### src/rtl/seq_detector_param.sv
`default_nettype none
// ============================================================================
// Module      : seq_detector_param
// Description : Serial bit-sequence detector with a programmable pattern of
//               1..MAX_LEN bits, runtime overlap / non-overlap selection,
//               registered (Moore) match pulse and saturating match counter.
// Revision    : 1.0 - initial release
// ============================================================================
module seq_detector_param #(
  parameter int MAX_LEN = 8,
  parameter int LEN_W   = $clog2(MAX_LEN + 1),
  parameter int CNT_W   = 8
) (
  input  logic               clk,
  input  logic               rst,          // asynchronous, active-low
  input  logic               din,
  input  logic               din_valid,
  input  logic               cfg_load,
  input  logic [MAX_LEN-1:0] pattern_in,
  input  logic [LEN_W-1:0]   len_in,
  input  logic               overlap_in,
  input  logic               clr_count,
  output logic               q,
  output logic [CNT_W-1:0]   match_count,
  output logic [LEN_W-1:0]   cfg_len
);

  localparam logic [LEN_W-1:0] LEN_MAX = LEN_W'(MAX_LEN);
  localparam logic [CNT_W-1:0] CNT_MAX = '1;

  // Active configuration
  logic [MAX_LEN-1:0] pattern_q, pattern_d;
  logic [LEN_W-1:0]   len_q, len_d;
  logic               overlap_q, overlap_d;

  // Datapath and outputs
  logic [MAX_LEN-1:0] hist_q, hist_d;
  logic [LEN_W-1:0]   fill_q, fill_d;
  logic               q_q, q_d;
  logic [CNT_W-1:0]   cnt_q, cnt_d;

  // Helper terms
  logic [MAX_LEN-1:0] len_mask;
  logic [MAX_LEN-1:0] hist_next;
  logic [LEN_W-1:0]   fill_next;
  logic               match_hit;
  logic [CNT_W-1:0]   cnt_base;

  // Match evaluation on the would-be updated history and fill count
  always_comb begin
    len_mask = '0;
    for (int i = 0; i < MAX_LEN; i++) begin
      len_mask[i] = (i < int'(len_q));
    end
    hist_next = {hist_q[MAX_LEN-2:0], din};
    fill_next = (fill_q < LEN_MAX) ? fill_q + LEN_W'(1) : fill_q;
    // A config load takes priority: the bit on that cycle is discarded
    match_hit = din_valid && !cfg_load && (len_q != '0) && (fill_next >= len_q)
                && (((hist_next ^ pattern_q) & len_mask) == '0);
  end

  // Next-state for config, history, fill, pulse and counter
  always_comb begin
    pattern_d = pattern_q;
    len_d     = len_q;
    overlap_d = overlap_q;
    hist_d    = hist_q;
    fill_d    = fill_q;
    q_d       = 1'b0;

    if (cfg_load) begin
      pattern_d = pattern_in;
      len_d     = (len_in > LEN_MAX) ? LEN_MAX : len_in;
      overlap_d = overlap_in;
      hist_d    = '0;
      fill_d    = '0;
    end else if (din_valid) begin
      hist_d = hist_next;
      // Non-overlap mode consumes the matched bits so the next hit needs len fresh bits
      fill_d = (match_hit && !overlap_q) ? '0 : fill_next;
      q_d    = match_hit;
    end

    // Clear is applied first, so a coincident match leaves the count at one
    cnt_base = clr_count ? '0 : cnt_q;
    cnt_d    = (match_hit && (cnt_base != CNT_MAX)) ? cnt_base + CNT_W'(1) : cnt_base;
  end

  // State registers with asynchronous active-low reset
  always_ff @(posedge clk or negedge rst) begin
    if (!rst) begin
      pattern_q <= '0;
      len_q     <= '0;
      overlap_q <= 1'b0;
      hist_q    <= '0;
      fill_q    <= '0;
      q_q       <= 1'b0;
      cnt_q     <= '0;
    end else begin
      pattern_q <= pattern_d;
      len_q     <= len_d;
      overlap_q <= overlap_d;
      hist_q    <= hist_d;
      fill_q    <= fill_d;
      q_q       <= q_d;
      cnt_q     <= cnt_d;
    end
  end

  assign q           = q_q;
  assign match_count = cnt_q;
  assign cfg_len     = len_q;

endmodule
`default_nettype wire

### config.mk
export PLATFORM = sky130hd
export DESIGN_NAME = seq_detector_param
export DESIGN_NICKNAME = d
export VERILOG_FILES = /design/src/rtl/seq_detector_param.sv
export SDC_FILE = /design/constraint.sdc
export NUM_CORES = 1
export LEC_CHECK = 0
export BUFFER_PORTS_ARGS = -buffer_cell sky130_fd_sc_hd__buf_2
export CAP_MARGIN = 20
export CELL_PAD_IN_SITES_DETAIL_PLACEMENT = 1
export CELL_PAD_IN_SITES_GLOBAL_PLACEMENT = 2
export CORE_MARGIN = 8
export CORE_UTILIZATION = 38
export CTS_CLUSTER_DIAMETER = 40
export DETAILED_ROUTE_END_ITERATION = 16
export PLACE_DENSITY = 0.95
export SLEW_MARGIN = 10
export SYNTH_ARGS = -nofsm -noshare
export SYNTH_HDL_FRONTEND = slang
export SYNTH_SLANG_ARGS = --single-unit
### constraint.sdc
create_clock -name clk -period 6.6 [get_ports clk]
set_input_delay 1.32 -clock clk [delete_from_list [all_inputs] [get_ports clk]]
set_output_delay 1.32 -clock clk [all_outputs]
set_load 0.01 [all_outputs]
==> metrics.txt, run 1 <==
# TYPE chip_impl_metric gauge
chip_impl_metric{name="yosys_warnings",unit=""} 0
chip_impl_metric{name="total_number_of_clock_tree_sinks",unit=""} 33
chip_impl_metric{name="timing.hold.worst_path_depth",unit=""} 1
chip_impl_metric{name="ioPinCount",unit=""} 32
chip_impl_info{name="status",value="finished, final reports clean"} 1
chip_impl_metric{name="critical_path_arrival",unit="ns"} 3.16
chip_impl_metric{name="die_x",unit="um"} 83.4
chip_impl_metric{name="synth.ff_latch_count",unit=""} 33
chip_impl_metric{name="drv_slew",unit=""} 0
chip_impl_info{name="clock_tree.root_cell",value="clkbuf_8"} 1
chip_impl_info{name="timing.critical_path.to_type",value="flop"} 1
chip_impl_metric{name="synth_sequential_area_ratio",unit=""} 0.478
chip_impl_metric{name="synth-async-reset-ratio",unit=""} 1.00
chip_impl_metric{name="timing.final.crit_period",unit="ns"} 2.96
chip_impl_metric{name="relSlewSlack",unit=""} 0.502
chip_impl_info{name="tritoncts",value="yes"} 1
chip_impl_metric{name="synth.avg_cell_area",unit="um2"} 11.1
chip_impl_metric{name="cts_setup_buffers",unit=""} 0
chip_impl_info{name="synth_flop_cell",value="dfrtp_1"} 1
chip_impl_info{name="min-delay-path-class",value="flop to flop"} 1
chip_impl_metric{name="clk_pin_slew",unit="ns"} 0.06
chip_impl_metric{name="grt_max_degree",unit=""} 34
chip_impl_metric{name="io_buffer_count",unit=""} 31
chip_impl_metric{name="max_freq",unit="MHz"} 338
chip_impl_metric{name="drcViolationCount",unit=""} 0
chip_impl_metric{name="grt_util_all_layers",unit=""} 0.125
chip_impl_metric{name="cts_hold_buffers",unit=""} 0
chip_impl_metric{name="antenna-diode-count",unit=""} 0
chip_impl_metric{name="worstRegToRegCells",unit=""} 8
chip_impl_metric{name="fin_skew",unit="ns"} 0.00316
chip_impl_metric{name="ctsLongestPathBuffers",unit=""} 2
chip_impl_info{name="worstSetupPathType",value="input pin to flop"} 1
chip_impl_metric{name="layout-drive-gt1-share",unit=""} 0.296
chip_impl_metric{name="detailedPlacementHpwl",unit="um"} 3200
chip_impl_metric{name="wl_per_cell",unit="um"} 17.7
chip_impl_metric{name="synth_enable_flop_cells",unit=""} 0
chip_impl_metric{name="grt.overflow.total",unit=""} 0
chip_impl_metric{name="post_synth_num_cell_types",unit=""} 40
chip_impl_metric{name="final_net_count",unit=""} 211
chip_impl_metric{name="synth.cell_area",unit="mm2"} 0.00173
chip_impl_metric{name="finalSetupTns",unit="ns"} 0
chip_impl_metric{name="report.final.hold_viol_count",unit=""} 0
chip_impl_metric{name="tritoncts.num_buffers",unit=""} 5
chip_impl_metric{name="clock_latency",unit="ns"} 0.28
chip_impl_metric{name="cap_violations",unit=""} 0
chip_impl_metric{name="cts_htree_levels",unit=""} 2
chip_impl_metric{name="initial_utilization",unit=""} 0.397
chip_impl_metric{name="area.growth.synth_to_final",unit="%"} 15.3
chip_impl_metric{name="cts_resized",unit=""} 0
chip_impl_metric{name="area_share_of_the_leading_cell_type_in_the_synthesized_netlist",unit=""} 0.478
chip_impl_metric{name="crit_path_max_fanout",unit=""} 26
chip_impl_metric{name="irDropWorstVdd",unit="mV"} 0.102
chip_impl_metric{name="detail_route.vias_per_cell",unit=""} 5.55
chip_impl_metric{name="floorplan.die.height",unit="um"} 83.4
chip_impl_metric{name="power.static_leakage",unit="nW"} 0.934
chip_impl_metric{name="detail_route.wirelength",unit="um"} 4210
chip_impl_info{name="ys_top_cells_by_area",value="dfrtp_1, mux2_2, xnor2_1, ha_1, mux2i_1"} 1
chip_impl_metric{name="number_of_antenna_violations_at_the_first_check_in_global_routing",unit=""} 0
chip_impl_info{name="synth_area_leader_cell",value="dfrtp_1"} 1
chip_impl_info{name="rsz0062_at_grt",value="false"} 1
chip_impl_metric{name="power_density",unit="mW/mm2"} 214
chip_impl_metric{name="layout_worst_path_cycle_share",unit=""} 0.449
chip_impl_metric{name="wire_length_of_the_first_global_routing_pass",unit="um"} 7110
chip_impl_info{name="startpoint_type",value="input pin"} 1
chip_impl_metric{name="drt_pass1_iterations",unit=""} 4
chip_impl_metric{name="vias_in_the_first_global_route",unit=""} 1400
chip_impl_metric{name="placer_congestion",unit=""} 0.747
chip_impl_metric{name="final_util",unit=""} 0.457
chip_impl_metric{name="core_area",unit="mm2"} 0.00435
chip_impl_info{name="commonest_cells_post_synth",value="dfrtp_1, mux2_2, nor2_1"} 1
chip_impl_metric{name="netlist_instances",unit=""} 155
chip_impl_metric{name="final_number_of_setup_violating_endpoints",unit=""} 0
chip_impl_metric{name="route.vias.total",unit=""} 1321
chip_impl_metric{name="die_area",unit="mm2"} 0.00696
chip_impl_info{name="post-synth-top-count-cell",value="dfrtp_1"} 1
chip_impl_metric{name="number_of_nets_with_antenna_violations_after_detailed_routing",unit=""} 0
chip_impl_metric{name="worst_pin_slew",unit="ns"} 0.748
chip_impl_metric{name="placementRows",unit=""} 24
chip_impl_metric{name="required",unit="ns"} 6.80
chip_impl_metric{name="syn-num-nets",unit=""} 180
chip_impl_metric{name="drt_iter0_drc",unit=""} 43
[power breakdown]
group / leakage [nW] / switching, W / internal, W
Combinational: 0.457 / 0.0000285 / 0.0000252
Clock: 0.0443 / 0.0000673 / 0.0000826
Sequential: 0.433 / 0.0000109 / 0.000212
Total: 0.934 / 0.000107 / 0.000320
[flip-flops by register name (all words and copies together), names as in the netlist]
name / count
hist_q: 7
fill_q: 4
cfg_len: 4
pattern_q: 8
overlap_q: 1
q: 1
match_count: 8
[routing by layer]
metal,wire [um],vias up,GRT usage
li1,-,622,-
met1,1730,675,0.135
met2,2280,16,0.219
met3,105,8,0.0322
met4,102,0,0.0607
met5,0,-,0
[critical path: stages]
cell	delay [ns]
buf_2	0.27
nor2b_4	0.23
o211ai_2	0.11
a211oi_2	0.19
nand4_2	0.31
or4_1	0.56
a21oi_1	0.17
[layout by cell type (no fill, tap or decap), drive strengths merged, types with 5 or more instances in the layout]
cell,synthesis,routed
inv,7,7
nor2,12,12
dfrtp,33,33
a21oi,8,8
nand2,5,5
mux2i,7,7
mux2,11,11
ha,6,6
clkbuf,3,7
buf,4,31
o21ai,8,8
xnor2,9,9
[metrics by stage]
stage / cell area, um2 / hold WS (ns) / worst slack (ns) / std cells / power, W
after global routing: 1990 / 0.552 / 3.51 / 238 / 0.000448
after CTS: 1990 / 0.522 / 3.64 / 238 / 0.000433
after detailed placement: 1900 / 0.508 / 3.35 / 231 / 0.000281
after floorplan: 1730 / 0.489 / 3.55 / 155 / 0.000259
final: 1990 / 0.520 / 3.64 / 238 / 0.000426
after global placement: 1900 / 0.507 / 3.47 / 231 / 0.000277
[final timing paths]
kind,start,to,slack [ns]
setup / recovery,cfg_load,match_count[3],3.64
hold / removal,overlap_q,overlap_q,0.52
setup reg to reg,fill_q[0],match_count[3],3.85
hold reg to reg,overlap_q,overlap_q,0.52
max in group asynchronous,rst,match_count[0],5.02
min in group asynchronous,rst,pattern_q[5],1.10
[kinds of logic (layout without fill, tap and decap cells)]
group,after synthesis,in the layout,synth area share
xor+xnor,12,12,0.0609
mux,18,18,0.112
compound gates,30,30,0.120
flops,33,33,0.478
buf+inv,14,45,0.0399
simple gates,42,42,0.146
fa+ha+maj,6,6,0.0435
[layout make-up]
cell class | instances | area [um2]
clock buffer | 7 | 86.3
fill | 477 | 2360
inverter | 7 | 26.3
multi-input combinational | 108 | 832
sequential | 33 | 826
tap | 52 | 65.1
timing repair buffer | 31 | 155
(Power assumes the default switching activity.)
==> inputs of run 2 (changes only) <==
--- a/config.mk
+++ b/config.mk
@@ -10,10 +10,10 @@
 export CELL_PAD_IN_SITES_DETAIL_PLACEMENT = 1
 export CELL_PAD_IN_SITES_GLOBAL_PLACEMENT = 2
 export CORE_MARGIN = 8
-export CORE_UTILIZATION = 38
+export CORE_UTILIZATION = 32
 export CTS_CLUSTER_DIAMETER = 40
 export DETAILED_ROUTE_END_ITERATION = 16
-export PLACE_DENSITY = 0.95
+export PLACE_DENSITY = 0.87
 export SLEW_MARGIN = 10
 export SYNTH_ARGS = -nofsm -noshare
 export SYNTH_HDL_FRONTEND = slang
==> constraint.sdc (replaced) <==
create_clock -name clk -period 2.6 [get_ports clk]
set_input_delay 0.52 -clock clk [delete_from_list [all_inputs] [get_ports clk]]
set_output_delay 0.52 -clock clk [all_outputs]
set_load 0.01 [all_outputs]
==> run 2 against run 1 <==
  * Clock skew rose by 0.0058 ns
  * Sequential share of layout area decreased by 2.2 points
  * Global-route usage fell by 1.8 points
  * Utilization shrank 5.1 points
  * Critical path depth rose by 1
  * Non-clock buffer count grew 4
  * Hold slack worse by 0.21 ns
  * Register-to-register slack got worse by 3.8 ns
  * Power rose to 2.8 times the previous value
  * Cell area up 5.7%
  * Wire length shrank 3.1%
  * Clock-buffer cell count is the same
==> metrics.txt, run 2 (synthesized netlist as in run 1, its figures left out) <==
# TYPE chip_impl_metric gauge
chip_impl_info{name="status",value="finished, final reports clean"} 1
chip_impl_metric{name="num-fill-cells",unit=""} 586
chip_impl_metric{name="antenna-diode-count",unit=""} 0
chip_impl_metric{name="vias_in_the_first_global_route",unit=""} 1375
chip_impl_metric{name="crit_path_max_fanout",unit=""} 7
chip_impl_info{name="layout_commonest_cell",value="dfrtp_1"} 1
chip_impl_metric{name="layout_worst_path_cycle_share",unit=""} 0.985
chip_impl_metric{name="wl_per_cell",unit="um"} 15.6
chip_impl_metric{name="irDropWorstVdd",unit="mV"} 0.272
chip_impl_metric{name="ioPinCount",unit=""} 32
chip_impl_metric{name="number_of_antenna_violations_at_the_first_check_in_global_routing",unit=""} 0
chip_impl_metric{name="placer_congestion",unit=""} 0.758
chip_impl_metric{name="required",unit="ns"} 2.81
chip_impl_metric{name="drt_iter0_drc",unit=""} 83
chip_impl_metric{name="pwr-share-seq",unit=""} 0.464
chip_impl_metric{name="final_number_of_setup_violating_endpoints",unit=""} 0
chip_impl_metric{name="detail_route.wirelength",unit="um"} 4080
chip_impl_metric{name="relSlewSlack",unit=""} 0.497
chip_impl_info{name="tritoncts",value="yes"} 1
chip_impl_metric{name="fin_skew",unit="ns"} 0.00892
chip_impl_info{name="clock_tree.root_cell",value="clkbuf_8"} 1
chip_impl_info{name="min-delay-path-class",value="input pin to async pin"} 1
chip_impl_metric{name="detailedPlacementHpwl",unit="um"} 2940
chip_impl_metric{name="number_of_nets_with_antenna_violations_after_detailed_routing",unit=""} 0
chip_impl_metric{name="io_buffer_count",unit=""} 31
chip_impl_metric{name="fraction_of_power_consumed_by_combinational_cells",unit=""} 0.126
chip_impl_metric{name="clock_power_share",unit=""} 0.410
chip_impl_metric{name="detail_route.vias_per_cell",unit=""} 4.97
chip_impl_metric{name="cp_num_buf_inv",unit=""} 0
chip_impl_metric{name="power_switching_share",unit=""} 0.240
chip_impl_info{name="startpoint_type",value="flop"} 1
chip_impl_metric{name="drt_pass1_iterations",unit=""} 4
chip_impl_metric{name="cts_htree_levels",unit=""} 2
chip_impl_metric{name="timing.final.crit_period",unit="ns"} 2.56
chip_impl_metric{name="grt_max_degree",unit=""} 34
chip_impl_metric{name="cts_hold_buffers",unit=""} 0
chip_impl_metric{name="wire_length_of_the_first_global_routing_pass",unit="um"} 6570
chip_impl_metric{name="ctsLongestPathBuffers",unit=""} 2
chip_impl_metric{name="internal_power",unit="W"} 0.000923
chip_impl_metric{name="layout-drive-gt1-share",unit=""} 0.323
chip_impl_metric{name="area.growth.synth_to_final",unit="%"} 21.8
chip_impl_metric{name="tritoncts.num_buffers",unit=""} 5
chip_impl_info{name="timing.critical_path.max_delay_family",value="simple AND/OR/NAND/NOR gates"} 1
chip_impl_metric{name="drcViolationCount",unit=""} 0
chip_impl_metric{name="grt.overflow.total",unit=""} 0
chip_impl_metric{name="grt_util_all_layers",unit=""} 0.107
chip_impl_metric{name="critical_path.max_stage_delay",unit="ns"} 0.53
chip_impl_info{name="timing.critical_path.to_type",value="flop"} 1
chip_impl_metric{name="clock_latency",unit="ns"} 0.28
chip_impl_metric{name="route.vias.total",unit=""} 1301
chip_impl_metric{name="floorplan.die.height",unit="um"} 89.5
chip_impl_info{name="rr_startpoint",value="fill_q[1]"} 1
chip_impl_metric{name="total_number_of_clock_tree_sinks",unit=""} 33
chip_impl_metric{name="core_area",unit="mm2"} 0.00517
chip_impl_metric{name="die_x",unit="um"} 89.5
chip_impl_metric{name="report.final.hold_viol_count",unit=""} 0
chip_impl_metric{name="power.static_leakage",unit="nW"} 0.965
chip_impl_metric{name="multi_input_comb_area",unit="um2"} 862
chip_impl_metric{name="sw_power",unit="W"} 0.000291
chip_impl_metric{name="placementRows",unit=""} 26
chip_impl_metric{name="final_util",unit=""} 0.407
chip_impl_metric{name="critical_path_arrival",unit="ns"} 2.77
chip_impl_info{name="critPathLaunch",value="fill_q[1]"} 1
chip_impl_metric{name="regArea",unit="um2"} 826
chip_impl_metric{name="cap_violations",unit=""} 0
chip_impl_metric{name="drv_slew",unit=""} 0
chip_impl_metric{name="max_freq",unit="MHz"} 390
chip_impl_info{name="crit_slowest_cell",value="or4_1"} 1
chip_impl_metric{name="initial_utilization",unit=""} 0.334
chip_impl_info{name="worstSetupPathType",value="flop to flop"} 1
chip_impl_metric{name="finalSetupTns",unit="ns"} 0
chip_impl_metric{name="clk_pin_slew",unit="ns"} 0.07
chip_impl_metric{name="die_area",unit="mm2"} 0.00800
chip_impl_info{name="critical_path_cell_sequence",value="ha_1 > mux2_2 > ha_1 > a2111oi_1 > a21oi_1 > nand4_4 > or4_1 > a21oi_1"} 1
chip_impl_metric{name="worst_pin_slew",unit="ns"} 0.755
chip_impl_metric{name="final_net_count",unit=""} 216
chip_impl_info{name="leading_cell_types_in_the_layout_fill_and_taps_excluded",value="dfrtp_1, buf_2, mux2_2, nor2_1, xnor2_1"} 1
chip_impl_metric{name="power_density",unit="mW/mm2"} 577
chip_impl_metric{name="totalPowerFinal",unit="W"} 0.00121
-- run 2: area by class of cell --
cell class	instances	area share
Clock buffer	7	0.0410
Clock inverter	1	0.0143
Inverter	7	0.0125
Multi-Input combinational cell	109	0.410
Sequential cell	33	0.393
Tap cell	70	0.0416
Timing Repair Buffer	35	0.0880
-- run 2: timing repair --
item,4_1_cts,5_1_grt
buffers inserted,0,1
resized for setup,0,3
endpoints found under the setup margin,0,9
-- run 2: power by group through the flow --
stage	Sequential [W]	Combinational, W	Clock, W
after floorplan	0.000570	0.0000881	0
after global placement	0.000572	0.000138	0
after detailed placement	0.000573	0.000142	0
after CTS	0.000564	0.000142	0.000512
after global routing	0.000566	0.000174	0.000532
final	0.000563	0.000153	0.000498
-- run 2: layer usage --
layer | routed length [um] | vias to the layer above | track usage
met3 | 125 | 5 | 0.0248
met1 | 1800 | 650 | 0.128
li1 | - | 629 | -
met5 | 0 | - | 0
met2 | 2090 | 17 | 0.178
met4 | 68 | 0 | 0.0498
-- run 2: through the flow --
step	std cells	instance area [um2]	setup WS [ns]	hold WS, ns
finish	262	2100	0.0389	0.307
global route	262	2100	-0.0843	0.372
CTS	260	2070	0.00234	0.332
detailed placement	252	1950	0.0204	0.516
global placement	252	1950	0.116	0.510
floorplan	155	1730	0.207	0.224
-- run 2: worst paths after layout --
path,to,slack (ns),cells past startpoint
setup / recovery,match_count[5],0.04,8
hold / removal,pattern_q[6],0.31,1
setup reg to reg,match_count[5],0.04,8
hold reg to reg,overlap_q,0.53,1
max in group asynchronous,pattern_q[0],1.81,1
min in group clk,pattern_q[5],0.46,2
